===== src/rtl/mux4_arb_pkg.sv =====
// mux4_arb_pkg: shared constants, state type and select mapping for the mux4 arbiter
package mux4_arb_pkg;
  localparam int NUM_REQ = 4;
  typedef enum logic {IDLE, GRANT} arb_state_t;
  function automatic logic [1:0] idx_to_sel(input logic [1:0] idx);
    return idx;
  endfunction
endpackage


===== src/rtl/mux4_rr_pick.sv =====
// mux4_rr_pick: round-robin search over req starting after last, optionally skipping last
module mux4_rr_pick
  import mux4_arb_pkg::*;
(
  input  logic [NUM_REQ-1:0] req,
  input  logic [1:0]         last,
  input  logic               mask,
  output logic               found,
  output logic [1:0]         idx
);
  logic [1:0] c;
  // scan offsets from farthest to nearest so the nearest set request wins
  always_comb begin
    found = 1'b0;
    idx = last;
    c = last;
    for (int k = 4; k >= 1; k--) begin
      c = last + 2'(k);
      if (req[c] && !(mask && k == 4)) begin
        found = 1'b1;
        idx = c;
      end
    end
  end
endmodule


===== src/rtl/mux4_rr_arbiter.sv =====
// mux4_rr_arbiter: round-robin burst arbiter driving the four_to_one select pair
module mux4_rr_arbiter
  import mux4_arb_pkg::*;
#(
  parameter int HOLD_MAX = 4
) (
  input  logic               clk,
  input  logic               rst_n,
  input  logic [NUM_REQ-1:0] req,
  output logic [NUM_REQ-1:0] gnt,
  output logic               s0,
  output logic               s1,
  output logic               busy
);
  localparam int CW = $clog2(HOLD_MAX + 1);
  localparam logic [CW-1:0] HM = CW'(HOLD_MAX);
  arb_state_t state, state_n;
  logic [1:0] last, last_n, idx;
  logic [CW-1:0] cnt, cnt_n;
  logic found;
  // while granted, last is the owner, so masking it yields "any other requester"
  mux4_rr_pick u_pick (
    .req  (req),
    .last (last),
    .mask (state == GRANT),
    .found(found),
    .idx  (idx)
  );
  // next grant: release wins over expiry, lone expiry re-grants the owner
  always_comb begin
    state_n = state;
    last_n = last;
    cnt_n = cnt;
    if (state == IDLE) begin
      if (found) begin
        state_n = GRANT;
        last_n = idx;
        cnt_n = CW'(1);
      end
    end else if (!req[last]) begin
      state_n = found ? GRANT : IDLE;
      last_n = found ? idx : last;
      cnt_n = found ? CW'(1) : '0;
    end else if (cnt < HM) begin
      cnt_n = cnt + CW'(1);
    end else begin
      last_n = found ? idx : last;
      cnt_n = CW'(1);
    end
  end
  // all outputs registered together from the next state so they stay consistent
  always_ff @(posedge clk or negedge rst_n) begin
    if (!rst_n) begin
      state <= IDLE;
      last <= 2'd3;
      cnt <= '0;
      gnt <= '0;
      {s1, s0} <= 2'b00;
      busy <= 1'b0;
    end else begin
      state <= state_n;
      last <= last_n;
      cnt <= cnt_n;
      gnt <= (state_n == GRANT) ? (4'b0001 << last_n) : '0;
      {s1, s0} <= (state_n == GRANT) ? idx_to_sel(last_n) : {s1, s0};
      busy <= (state_n == GRANT);
    end
  end
endmodule


===== config.mk =====
export PLATFORM = sky130hd
export DESIGN_NAME = mux4_rr_arbiter
export DESIGN_NICKNAME = d
export VERILOG_FILES = /design/src/rtl/mux4_arb_pkg.sv /design/src/rtl/mux4_rr_pick.sv /design/src/rtl/mux4_rr_arbiter.sv
export SDC_FILE = /design/constraint.sdc
export NUM_CORES = 1
export LEC_CHECK = 0
export ABC_CLOCK_PERIOD_IN_PS = 3050
export CELL_PAD_IN_SITES_DETAIL_PLACEMENT = 0
export CELL_PAD_IN_SITES_GLOBAL_PLACEMENT = 2
export CORE_ASPECT_RATIO = 1.1
export CORE_MARGIN = 2
export CORE_UTILIZATION = 35
export DETAILED_ROUTE_END_ITERATION = 6
export GPL_TIMING_DRIVEN = 1
export HOLD_SLACK_MARGIN = 0.05
export PLACE_DENSITY_LB_ADDON = 0.1
export SLEW_MARGIN = 20
export SYNTH_ARGS = -nofsm -noshare
export SYNTH_HDL_FRONTEND = slang
export SYNTH_SLANG_ARGS = --single-unit

===== constraint.sdc =====
create_clock -name clk -period 3.05 [get_ports clk]
set_input_delay 0.7625 -clock clk [delete_from_list [all_inputs] [get_ports clk]]
set_output_delay 0.7625 -clock clk [all_outputs]
set_load 0.05 [all_outputs]

* Word-level counts from Yosys, hierarchy flattened
Index checks and enable logic that the tools add are counted.
** Word-level totals
- Bits in registers :: 12
- Bits of input ports :: 6
** Cells by class
- Shifts and indexed selects :: 1
- Order comparisons :: 5
- Reduce and logical (&&, ||, !) cells :: 3
- Mux-type cells :: 28
- Add/subtract/negate cells :: 4
** Operators by type and width (count)
- $mux 2 :: 7
- $lt 2x3->1 const B :: 4
- $mux 1 :: 12
- $mux 3 :: 4
- $bmux 1 s2 :: 4
- $add 2x2->2 const B :: 2
- $mux 4 :: 1
- $shl 1x2->4 const A :: 1
- $add 3x1->3 const B :: 1
- $lt 3x3->1 const B :: 1
- $add 2x1->2 const B :: 1
- $reduce_bool 2->1 :: 1
- $logic_and 1x1->1 :: 1
- $logic_not 1->1 :: 1

* Logic depth before layout (Yosys ltp)
Gate-level depths: netlist of the first run.
- Depth in word-level cells :: 13
- Depth in mapped cells :: 6
- Gate-level depth less buffers :: 5

* By module
From an unflattened synthesis of the first run, not the netlist that was laid out.
** Unflattened totals
- Cell total of the unflattened synthesis :: 77
- Area total of the unflattened synthesis :: 804.5 um^2
** Modules (own cells, without submodules)
- mux4_rr_arbiter :: area an instance 658.1 um^2, instances 1, sequential area each 302.8 um^2, cells each 55
- mux4_rr_pick :: area an instance 146.4 um^2, instances 1, sequential area each 0.0 um^2, cells each 22

* Worst setup path before layout of the first run
OpenSTA, ideal clock, no wires.
- Path type :: input-to-reg
- From :: input req[1]
- To :: register gnt[3]
- Required time :: 2.920 ns
- Setup time :: 0.130 ns
- Setup slack :: 0.917 ns
- Cell stages on the path :: 6
- Path buffers :: 1
- Arrival :: 2.003 ns
- Cell sequence :: buf_6 -> or3b_1 -> a211o_1 -> a311o_1 -> o221a_4 -> a21boi_1
** On the way
- Cells in the longest elaborated chain, start to end :: 13
- Elaborated cells on any way between the ends :: 25
- Classes of those cells :: 1 x shift; 23 x mux; 1 x reduce/logical
** RTL lines
- start, declared :: RTL line mux4_rr_arbiter.sv:9 : input logic [NUM_REQ-1:0] req,
- $bmux 1 s2 :: RTL line mux4_rr_pick.sv:19, mux4_rr_arbiter.sv:40
- $mux 1 (implied by the code) :: RTL line mux4_rr_pick.sv:19, mux4_rr_arbiter.sv:40
- $logic_and 1x1->1 :: RTL line mux4_rr_pick.sv:19 : if (req[c] && !(mask && k == 4)) begin
- $mux 1 (4 in a row) :: RTL line mux4_rr_pick.sv:19
- $mux 2 :: RTL line mux4_rr_arbiter.sv:35, mux4_rr_arbiter.sv:42, mux4_rr_arbiter.sv:47
- $mux 2 :: RTL line mux4_rr_arbiter.sv:44 : end else if (cnt < HM) begin
- $mux 2 :: RTL line mux4_rr_arbiter.sv:40 : end else if (!req[last]) begin
- $mux 2 * :: RTL line mux4_rr_arbiter.sv:34 : if (state == IDLE) begin
- net last_n[1] :: RTL line mux4_rr_arbiter.sv:18 : logic [1:0] last, last_n, idx;
- $shl 1x2->4 * :: RTL line mux4_rr_arbiter.sv:64 : gnt <= (state_n == GRANT) ? (4'b0001 << last_n) : '0;
- $mux 4 * :: RTL line mux4_rr_arbiter.sv:64
- end signal, assigned :: RTL line mux4_rr_arbiter.sv:64
- end, declared :: RTL line mux4_rr_arbiter.sv:10 : output logic [NUM_REQ-1:0] gnt,
Mark *: on every way through the listed nets, which the timed path passes. The rest lies on a longest branch. The select of a mux whose other input is x is not followed.
A chain may end at the register's enable or synchronous reset.

* Worst setup path in the final report of the first run
Ends and elaborated chain as after synthesis.

==> impl_metrics.xml, run 1 <==
<?xml version="1.0" encoding="UTF-8"?>
<metrics>
  <group name="placement">
    <metric name="port_buffers" unit="">12</metric>
    <metric name="place.detailed.hpwl" unit="um">1200</metric>
    <metric name="post-place-ws" unit="ns">0.270</metric>
    <metric name="last_weighted_congestion_value_of_the_routability_driven_placer" unit="">0.725</metric>
    <metric name="placed_cell_area" unit="um^2">925</metric>
  </group>
  <group name="worst_setup_path">
    <metric name="critical_path_arrival" unit="ns">2.65</metric>
    <metric name="crit_path_end_kind" unit="">register</metric>
    <metric name="criticalPathCategory" unit="">in -&gt; reg</metric>
    <metric name="cell_chain_of_the_critical_path" unit="">clkdlybuf4s50_1 -&gt; or3b_1 -&gt; a211o_1 -&gt; a311o_1 -&gt; o221a_4 -&gt; a21boi_1</metric>
    <metric name="cp_slowest_stage_delay" unit="ns">0.60</metric>
    <metric name="cpLargestDelayFamily" unit="">compound AO/OA/AOI/OAI gates</metric>
    <metric name="cp.required" unit="ns">3.19</metric>
    <metric name="critPathMaxFanout" unit="">11</metric>
    <metric name="cpMaxStageDelayCell" unit="">sky130_fd_sc_hd__clkdlybuf4s50_1</metric>
    <metric name="crit_path_start_kind" unit="">input port</metric>
    <metric name="cp.buffers_inverters" unit="">1</metric>
  </group>
  <group name="cells_and_area">
    <metric name="fillers" unit="">249</metric>
    <metric name="layout_cells_sized_above_1" unit="">0.167</metric>
    <metric name="nets" unit="">104</metric>
    <metric name="layout.cells.most_common_list" unit="">sky130_fd_sc_hd__clkdlybuf4s50_1 (12), sky130_fd_sc_hd__dfrtp_1 (10), sky130_fd_sc_hd__nand2_1 (7)</metric>
    <metric name="postLayoutCellArea" unit="um^2">961</metric>
    <metric name="area_growth" unit="%">15.5</metric>
    <metric name="antenna_cells" unit="">0</metric>
    <metric name="mostFrequentLayoutCell" unit="">sky130_fd_sc_hd__clkdlybuf4s50_1</metric>
  </group>
  <group name="timing">
    <metric name="hold_viol" unit="">0</metric>
    <metric name="final_period_minus_worst_setup_slack" unit="ns">2.51</metric>
    <metric name="setup_viol" unit="">0</metric>
    <metric name="clock_skew" unit="ns">0.00127</metric>
    <metric name="finalSetupTns" unit="ns">0</metric>
    <metric name="max_freq" unit="MHz">398</metric>
    <metric name="timing_worst_slew_pin_value" unit="ns">0.508</metric>
    <metric name="timing_max_transition_violations_final" unit="">0</metric>
    <metric name="timing.slew.headroom" unit="">0.660</metric>
    <metric name="postLayoutSetupSlackWorst" unit="ns">0.538</metric>
    <metric name="rsz0062_at_grt" unit="">false</metric>
    <metric name="period_share" unit="">0.824</metric>
  </group>
  <group name="clock_tree">
    <metric name="tritoncts" unit="">yes</metric>
    <metric name="cts_buffers" unit="">3</metric>
    <metric name="clk_latency" unit="ns">0.26</metric>
    <metric name="cts.sinks" unit="">12</metric>
    <metric name="post_cts_resized" unit="">0</metric>
    <metric name="post_cts_buffers" unit="">0</metric>
    <metric name="cts.htree.levels" unit="">1</metric>
    <metric name="cts_hold_buffers" unit="">0</metric>
    <metric name="clk_transition_reported_paths" unit="ns">0.07</metric>
    <metric name="clk_path_buf_depth" unit="">2</metric>
    <metric name="cts_root_buffer" unit="">sky130_fd_sc_hd__clkbuf_4</metric>
  </group>
  <group name="pwr">
    <metric name="power.static_leakage" unit="nW">0.387</metric>
    <metric name="power.ir.vdd_worst" unit="uV">620</metric>
    <metric name="pwr_density_cell" unit="nW/um^2">999</metric>
  </group>
  <group name="yosys">
    <metric name="dominant_combinational_cell_family_by_area_after_synthesis" unit="">simple AND/OR/NAND/NOR gates</metric>
    <metric name="postSynthCellCount" unit="">85</metric>
    <metric name="synth.lib_cells_used.distinct" unit="">42</metric>
    <metric name="post_synth_xor_area_fraction" unit="">0</metric>
    <metric name="yosys.area_share.simple" unit="">0.274</metric>
    <metric name="synth-compound-area-share" unit="">0.209</metric>
    <metric name="synth_top_flop_cell" unit="">sky130_fd_sc_hd__dfrtp_1</metric>
    <metric name="syn_nets" unit="">92</metric>
    <metric name="synth.yosys.seq_area_share" unit="">0.364</metric>
    <metric name="postSynth.asyncResetShare" unit="">1.00</metric>
    <metric name="yosysWarningCount" unit="">0</metric>
    <metric name="synth.mux.area_fraction" unit="">0.0241</metric>
    <metric name="fraction_of_the_mapped_netlist_area_in_adder_cells" unit="">0.0150</metric>
    <metric name="number_of_enable_flip_flop_cells_after_synthesis" unit="">0</metric>
    <metric name="syn_area_per_cell" unit="um^2">9.79</metric>
    <metric name="cell_area_after_technology_mapping" unit="um^2">832</metric>
    <metric name="postSynthRegisterBits" unit="">12</metric>
  </group>
  <group name="global_route">
    <metric name="number_of_antenna_violations_at_the_first_check_in_global_routing" unit="">0</metric>
    <metric name="grt_pass1_vias" unit="">640</metric>
    <metric name="total_gr_overflow" unit="">0</metric>
    <metric name="grt_start_max_net_pins" unit="">19</metric>
    <metric name="globalRouteTotalUtil" unit="">0.134</metric>
    <metric name="grt_first_pass_wirelength" unit="um">2880</metric>
  </group>
  <group name="drt">
    <metric name="drt.antenna.violating_nets" unit="">0</metric>
    <metric name="drt-vias-per-instance" unit="">5.20</metric>
    <metric name="drt-wirelength-per-cell" unit="um">13.0</metric>
    <metric name="firstDrtPassIters" unit="">3</metric>
    <metric name="postRouteWirelength" unit="um">1630</metric>
    <metric name="drt_first_iter_violations" unit="">6</metric>
    <metric name="route.vias.total" unit="">655</metric>
    <metric name="post-route-drc-count" unit="">0</metric>
  </group>
  <group name="status">
    <metric name="status" unit="">completed</metric>
  </group>
  <group name="floorplanning">
    <metric name="floorplan.die_area" unit="um^2">2780</metric>
    <metric name="rows" unit="">18</metric>
    <metric name="core" unit="um^2">2250</metric>
    <metric name="floorplan.die.height" unit="um">55.1</metric>
    <metric name="i_o_pins" unit="">13</metric>
    <metric name="start_util" unit="">0.369</metric>
    <metric name="chipWidth" unit="um">50.5</metric>
  </group>
  <group name="job">
    <metric name="drv_cap" unit="">0</metric>
  </group>
  <group name="worst_hold_path">
    <metric name="holdCritPathClass" unit="">reg -&gt; reg</metric>
  </group>
</metrics>
-- metrics by stage --
step	hold slack [ns]	power [mW]	cells	util
finish	0.503	0.960	126	0.427
global route	0.552	1.04	126	0.427
floorplan	0.467	0.737	85	-
global placement	0.491	0.851	122	0.411
CTS	0.510	0.976	126	0.427
detailed placement	0.481	0.848	122	0.411
-- area by class of cell --
| class | count | area (um^2) | area share |
|---|---|---|---|
| Inverter | 4 | 15.0 | 0.0156 |
| Clock buffer | 4 | 36.3 | 0.0378 |
| Tap cell | 30 | 37.5 | 0.0391 |
| Sequential cell | 12 | 303 | 0.315 |
| Timing Repair Buffer | 14 | 135 | 0.141 |
| Multi-Input combinational cell | 62 | 434 | 0.452 |
-- path summary, 6_finish.rpt --
kind                       endpoint  cells past startpoint  slack (ns)     from
setup / recovery             gnt[3]                      6        0.54   req[1]
hold / removal                   s0                      2        0.50       s0
setup reg to reg             gnt[3]                      6        0.99  last[0]
hold reg to reg                  s0                      2        0.50       s0
max in group asynchronous   last[1]                      1        1.86    rst_n
min in group asynchronous        s0                      1        0.84    rst_n
-- sequential cells by signal (all words and copies together) (netlist names) --
signal / cells
cnt: 3
gnt: 4
last: 2
s0: 1
s1: 1
state: 1
-- logic make-up (layout without fill, tap and decap cells) --
| group | Yosys count | count (layout) |
|---|---|---|
| muxes | 2 | 2 |
| AOI/OAI and AO/OA | 23 | 23 |
| adders and majority gates | 1 | 1 |
| buffers and inverters | 11 | 22 |
| and+or+nand+nor | 36 | 36 |
| DFF | 12 | 12 |
-- per-layer routing --
metal  track usage  up-vias  wire length [um]
met5             0        -                 0
met3        0.0188        2                40
met1         0.182      308               800
met4        0.0405        0                11
met2         0.224       10               782
li1              -      335                 -
-- tightest hold or removal path, stage by stage (launching register included) --
cell and delay (ns):
sky130_fd_sc_hd__dfrtp_1 0.35, sky130_fd_sc_hd__nand2_1 0.05, sky130_fd_sc_hd__nand3_1 0.07
-- power breakdown --
group          total, mW  internal [mW]  switching [mW]
combinational      0.531          0.232           0.299
clock              0.120         0.0724          0.0481
sequential         0.308          0.235          0.0730
-- Yosys cell counts, types with 2 or more instances --
library cell               number  share of area
sky130_fd_sc_hd__nor3b_1        2          0.018
sky130_fd_sc_hd__and2b_2        2          0.021
sky130_fd_sc_hd__nand2_1        7          0.032
sky130_fd_sc_hd__buf_6          3          0.041
sky130_fd_sc_hd__nor2_1         6          0.027
sky130_fd_sc_hd__a211o_1        2          0.021
sky130_fd_sc_hd__or4_1          2          0.018
sky130_fd_sc_hd__a21oi_1        4          0.024
sky130_fd_sc_hd__o21ai_0        2          0.012
sky130_fd_sc_hd__nor4_2         2          0.030
sky130_fd_sc_hd__dfrtp_1       10           0.30
sky130_fd_sc_hd__nor3_1         2          0.012
sky130_fd_sc_hd__nand2b_1       2          0.015
sky130_fd_sc_hd__clkbuf_8       3          0.050
sky130_fd_sc_hd__o22ai_1        4          0.030
sky130_fd_sc_hd__inv_1          4          0.018
sky130_fd_sc_hd__mux2i_1        2          0.024
sky130_fd_sc_hd__dfstp_2        2          0.063
Note: power is estimated with default switching activity, not from simulation.
==> run 2: changes to the inputs <==
- ABC_CLOCK_PERIOD_IN_PS: 3050 -> 2100
- CORE_UTILIZATION: 35 -> 29
- clock period: 3.05 -> 2.1 ns (I/O delays scaled with it)
==> run 2 against run 1 <==
  * Sequential share of layout area is 3.3 points lower
  * Worst setup slack worse by 0.48 ns
  * Final area is 12% higher
  * Count of clock-buffer cells in the layout stayed put
  * Critical path type unchanged
  * Flip-flop and latch count stayed put
  * Register-to-register slack worse by 0.85 ns
  * Cell count is 13% higher
  * Largest power group unchanged
  * Critical path depth stayed put
  * Critical endpoint unchanged
==> impl_metrics.xml, run 2 (synthesis gave the netlist of run 1 again) <==
<?xml version="1.0" encoding="UTF-8"?>
<metrics>
  <group name="drt">
    <metric name="post-route-drc-count" unit="">0</metric>
    <metric name="route.vias.total" unit="">727</metric>
    <metric name="drt-vias-per-instance" unit="">5.08</metric>
    <metric name="firstDrtPassIters" unit="">3</metric>
    <metric name="postRouteWirelength" unit="um">1840</metric>
    <metric name="drt_first_iter_violations" unit="">10</metric>
    <metric name="drt-wirelength-per-cell" unit="um">12.9</metric>
    <metric name="drt.antenna.violating_nets" unit="">0</metric>
  </group>
  <group name="job">
    <metric name="drv_cap" unit="">0</metric>
  </group>
  <group name="worst_hold_path">
    <metric name="holdCritPathClass" unit="">reg -&gt; reg</metric>
    <metric name="min_delay_worst_endpoint" unit="">s0</metric>
    <metric name="min_path_cells" unit="">2</metric>
    <metric name="holdCritStartpoint" unit="">s0</metric>
  </group>
  <group name="clock_tree">
    <metric name="clk_latency" unit="ns">0.28</metric>
    <metric name="cts_hold_buffers" unit="">0</metric>
    <metric name="cts_buffers" unit="">3</metric>
    <metric name="cts.htree.levels" unit="">1</metric>
    <metric name="cts_root_buffer" unit="">sky130_fd_sc_hd__clkbuf_4</metric>
    <metric name="tritoncts" unit="">yes</metric>
    <metric name="clk_transition_reported_paths" unit="ns">0.07</metric>
    <metric name="clk_path_buf_depth" unit="">2</metric>
    <metric name="cts.sinks" unit="">12</metric>
  </group>
  <group name="cells_and_area">
    <metric name="layout_cells_sized_above_1" unit="">0.291</metric>
    <metric name="ff_latch_area" unit="um^2">303</metric>
    <metric name="stdcell_count" unit="">143</metric>
    <metric name="postLayoutCellArea" unit="um^2">1070</metric>
    <metric name="top_register" unit="">gnt</metric>
    <metric name="fillers" unit="">297</metric>
    <metric name="largest_register_ffs" unit="">4</metric>
    <metric name="nets" unit="">118</metric>
    <metric name="multi_input_comb_area" unit="um^2">444</metric>
    <metric name="largest_registers" unit="">gnt x4, cnt x3, last x2</metric>
    <metric name="area_growth" unit="%">29.2</metric>
    <metric name="antenna_cells" unit="">0</metric>
    <metric name="mostFrequentLayoutCell" unit="">sky130_fd_sc_hd__buf_4</metric>
    <metric name="layout.cells.most_common_list" unit="">sky130_fd_sc_hd__buf_4 (16), sky130_fd_sc_hd__dfrtp_1 (10), sky130_fd_sc_hd__clkdlybuf4s50_1 (8)</metric>
  </group>
  <group name="floorplanning">
    <metric name="chipWidth" unit="um">55.1</metric>
    <metric name="core" unit="um^2">2750</metric>
    <metric name="i_o_pins" unit="">13</metric>
    <metric name="floorplan.die.height" unit="um">60.2</metric>
    <metric name="rows" unit="">20</metric>
    <metric name="floorplan.die_area" unit="um^2">3310</metric>
    <metric name="start_util" unit="">0.302</metric>
  </group>
  <group name="timing">
    <metric name="timing.slew.headroom" unit="">0.648</metric>
    <metric name="max_freq" unit="MHz">490</metric>
    <metric name="period_share" unit="">0.973</metric>
    <metric name="postLayoutSetupSlackWorst" unit="ns">0.0575</metric>
    <metric name="timing_max_transition_violations_final" unit="">0</metric>
    <metric name="setup_viol" unit="">0</metric>
    <metric name="final_period_minus_worst_setup_slack" unit="ns">2.04</metric>
    <metric name="hold_viol" unit="">0</metric>
    <metric name="timing_worst_slew_pin_value" unit="ns">0.527</metric>
    <metric name="rsz0062_at_grt" unit="">false</metric>
    <metric name="clock_skew" unit="ns">0.00768</metric>
    <metric name="holdWs" unit="ns">0.506</metric>
  </group>
  <group name="pwr">
    <metric name="pwr_density_cell" unit="nW/um^2">1410</metric>
    <metric name="power.ir.vdd_worst" unit="uV">732</metric>
    <metric name="power.static_leakage" unit="nW">0.472</metric>
    <metric name="finalPower" unit="mW">1.51</metric>
  </group>
  <group name="placement">
    <metric name="last_weighted_congestion_value_of_the_routability_driven_placer" unit="">0.744</metric>
    <metric name="place.detailed.hpwl" unit="um">1320</metric>
    <metric name="placed_cell_area" unit="um^2">1020</metric>
    <metric name="post-place-ws" unit="ns">-0.292</metric>
    <metric name="dp.cells" unit="">137</metric>
    <metric name="port_buffers" unit="">12</metric>
  </group>
  <group name="worst_setup_path">
    <metric name="criticalPathCategory" unit="">in -&gt; reg</metric>
    <metric name="crit_path_end_kind" unit="">register</metric>
    <metric name="critical_path_arrival" unit="ns">2.19</metric>
    <metric name="reg2reg_to" unit="">gnt[3]</metric>
    <metric name="critPathMaxFanout" unit="">4</metric>
    <metric name="crit_path_start_kind" unit="">input port</metric>
    <metric name="cell_chain_of_the_critical_path" unit="">clkdlybuf4s50_1 -&gt; or3b_1 -&gt; a211o_1 -&gt; a311o_1 -&gt; o221a_4 -&gt; a21boi_1</metric>
    <metric name="worst-r2r-setup-slack" unit="ns">0.14</metric>
    <metric name="worst_reg2reg_startpoint" unit="">last[1]</metric>
    <metric name="cp_slowest_stage_delay" unit="ns">0.45</metric>
    <metric name="cpMaxStageDelayCell" unit="">sky130_fd_sc_hd__clkdlybuf4s50_1</metric>
    <metric name="cp.required" unit="ns">2.25</metric>
    <metric name="worst_r2r_path_depth" unit="">5</metric>
  </group>
  <group name="global_route">
    <metric name="grt_start_max_net_pins" unit="">15</metric>
    <metric name="grt_pass1_vias" unit="">684</metric>
    <metric name="total_gr_overflow" unit="">0</metric>
    <metric name="grt_first_pass_wirelength" unit="um">3110</metric>
    <metric name="number_of_antenna_violations_at_the_first_check_in_global_routing" unit="">0</metric>
    <metric name="globalRouteTotalUtil" unit="">0.131</metric>
  </group>
  <group name="status">
    <metric name="status" unit="">completed</metric>
  </group>
</metrics>
==> run 2: cell types whose count changed in the layout (fill, tap and decap cells not counted), sizes merged <==
cell	delta
buf	+15
clkdlybuf4s50	-4
dlygate4sd2	+1
dlymetal6s2s	+2
==> run 2: critical path, delay by kind of cell <==
| family | cells | cell delay [ns] |
|---|---|---|
| AOI/OAI and AO/OA | 4 | 0.86 |
| and+or+nand+nor | 1 | 0.36 |
| buffers and inverters | 1 | 0.45 |
==> run 2: cell type report <==
| type | instances | area share |
|---|---|---|
| repair buffers | 28 | 0.228 |
| well taps | 33 | 0.0384 |
| clock buffers | 4 | 0.0244 |
| inverters | 4 | 0.0140 |
| flip-flops and latches | 12 | 0.282 |
| multi-input cells | 62 | 0.413 |
==> run 2: timing repair <==
action,CTS,global route
setup endpoints to repair,1,7
buffers inserted,0,2
pin swaps,0,2
gates resized for setup,1,5
==> run 2: routing by layer <==
metal	GRT usage	wire, um
met1	0.178	883
met2	0.197	865
met3	0.0150	43
met4	0.0732	51
met5	0	0
==> run 2: per-stage QoR <==
stage          utilization  TNS, ns
6_report             0.390        0
4_1_cts              0.378        0
3_3_place_gp         0.369    -1.55
3_5_place_dp         0.369    -1.61
5_1_grt              0.390        0
2_1_floorplan            -        0
==> run 2: how the worst max path moves through the flow <==
stage	start	to	slack [ns]	cells after the start
2_1_floorplan	req[1]	gnt[3]	0.20	6
3_3_place_gp	req[2]	gnt[3]	-0.26	5
3_5_place_dp	req[2]	gnt[3]	-0.29	5
4_1_cts	req[3]	gnt[3]	0.03	5
5_1_grt	req[1]	gnt[3]	0.003	6
6_report	req[1]	gnt[3]	0.06	6
==> run 2: where the power goes <==
group | total [mW] | internal (mW) | switching [mW]
Sequential | 0.424 | 0.341 | 0.0827
Combinational | 0.938 | 0.443 | 0.495
Clock | 0.151 | 0.0737 | 0.0773
Total | 1.51 | 0.858 | 0.655
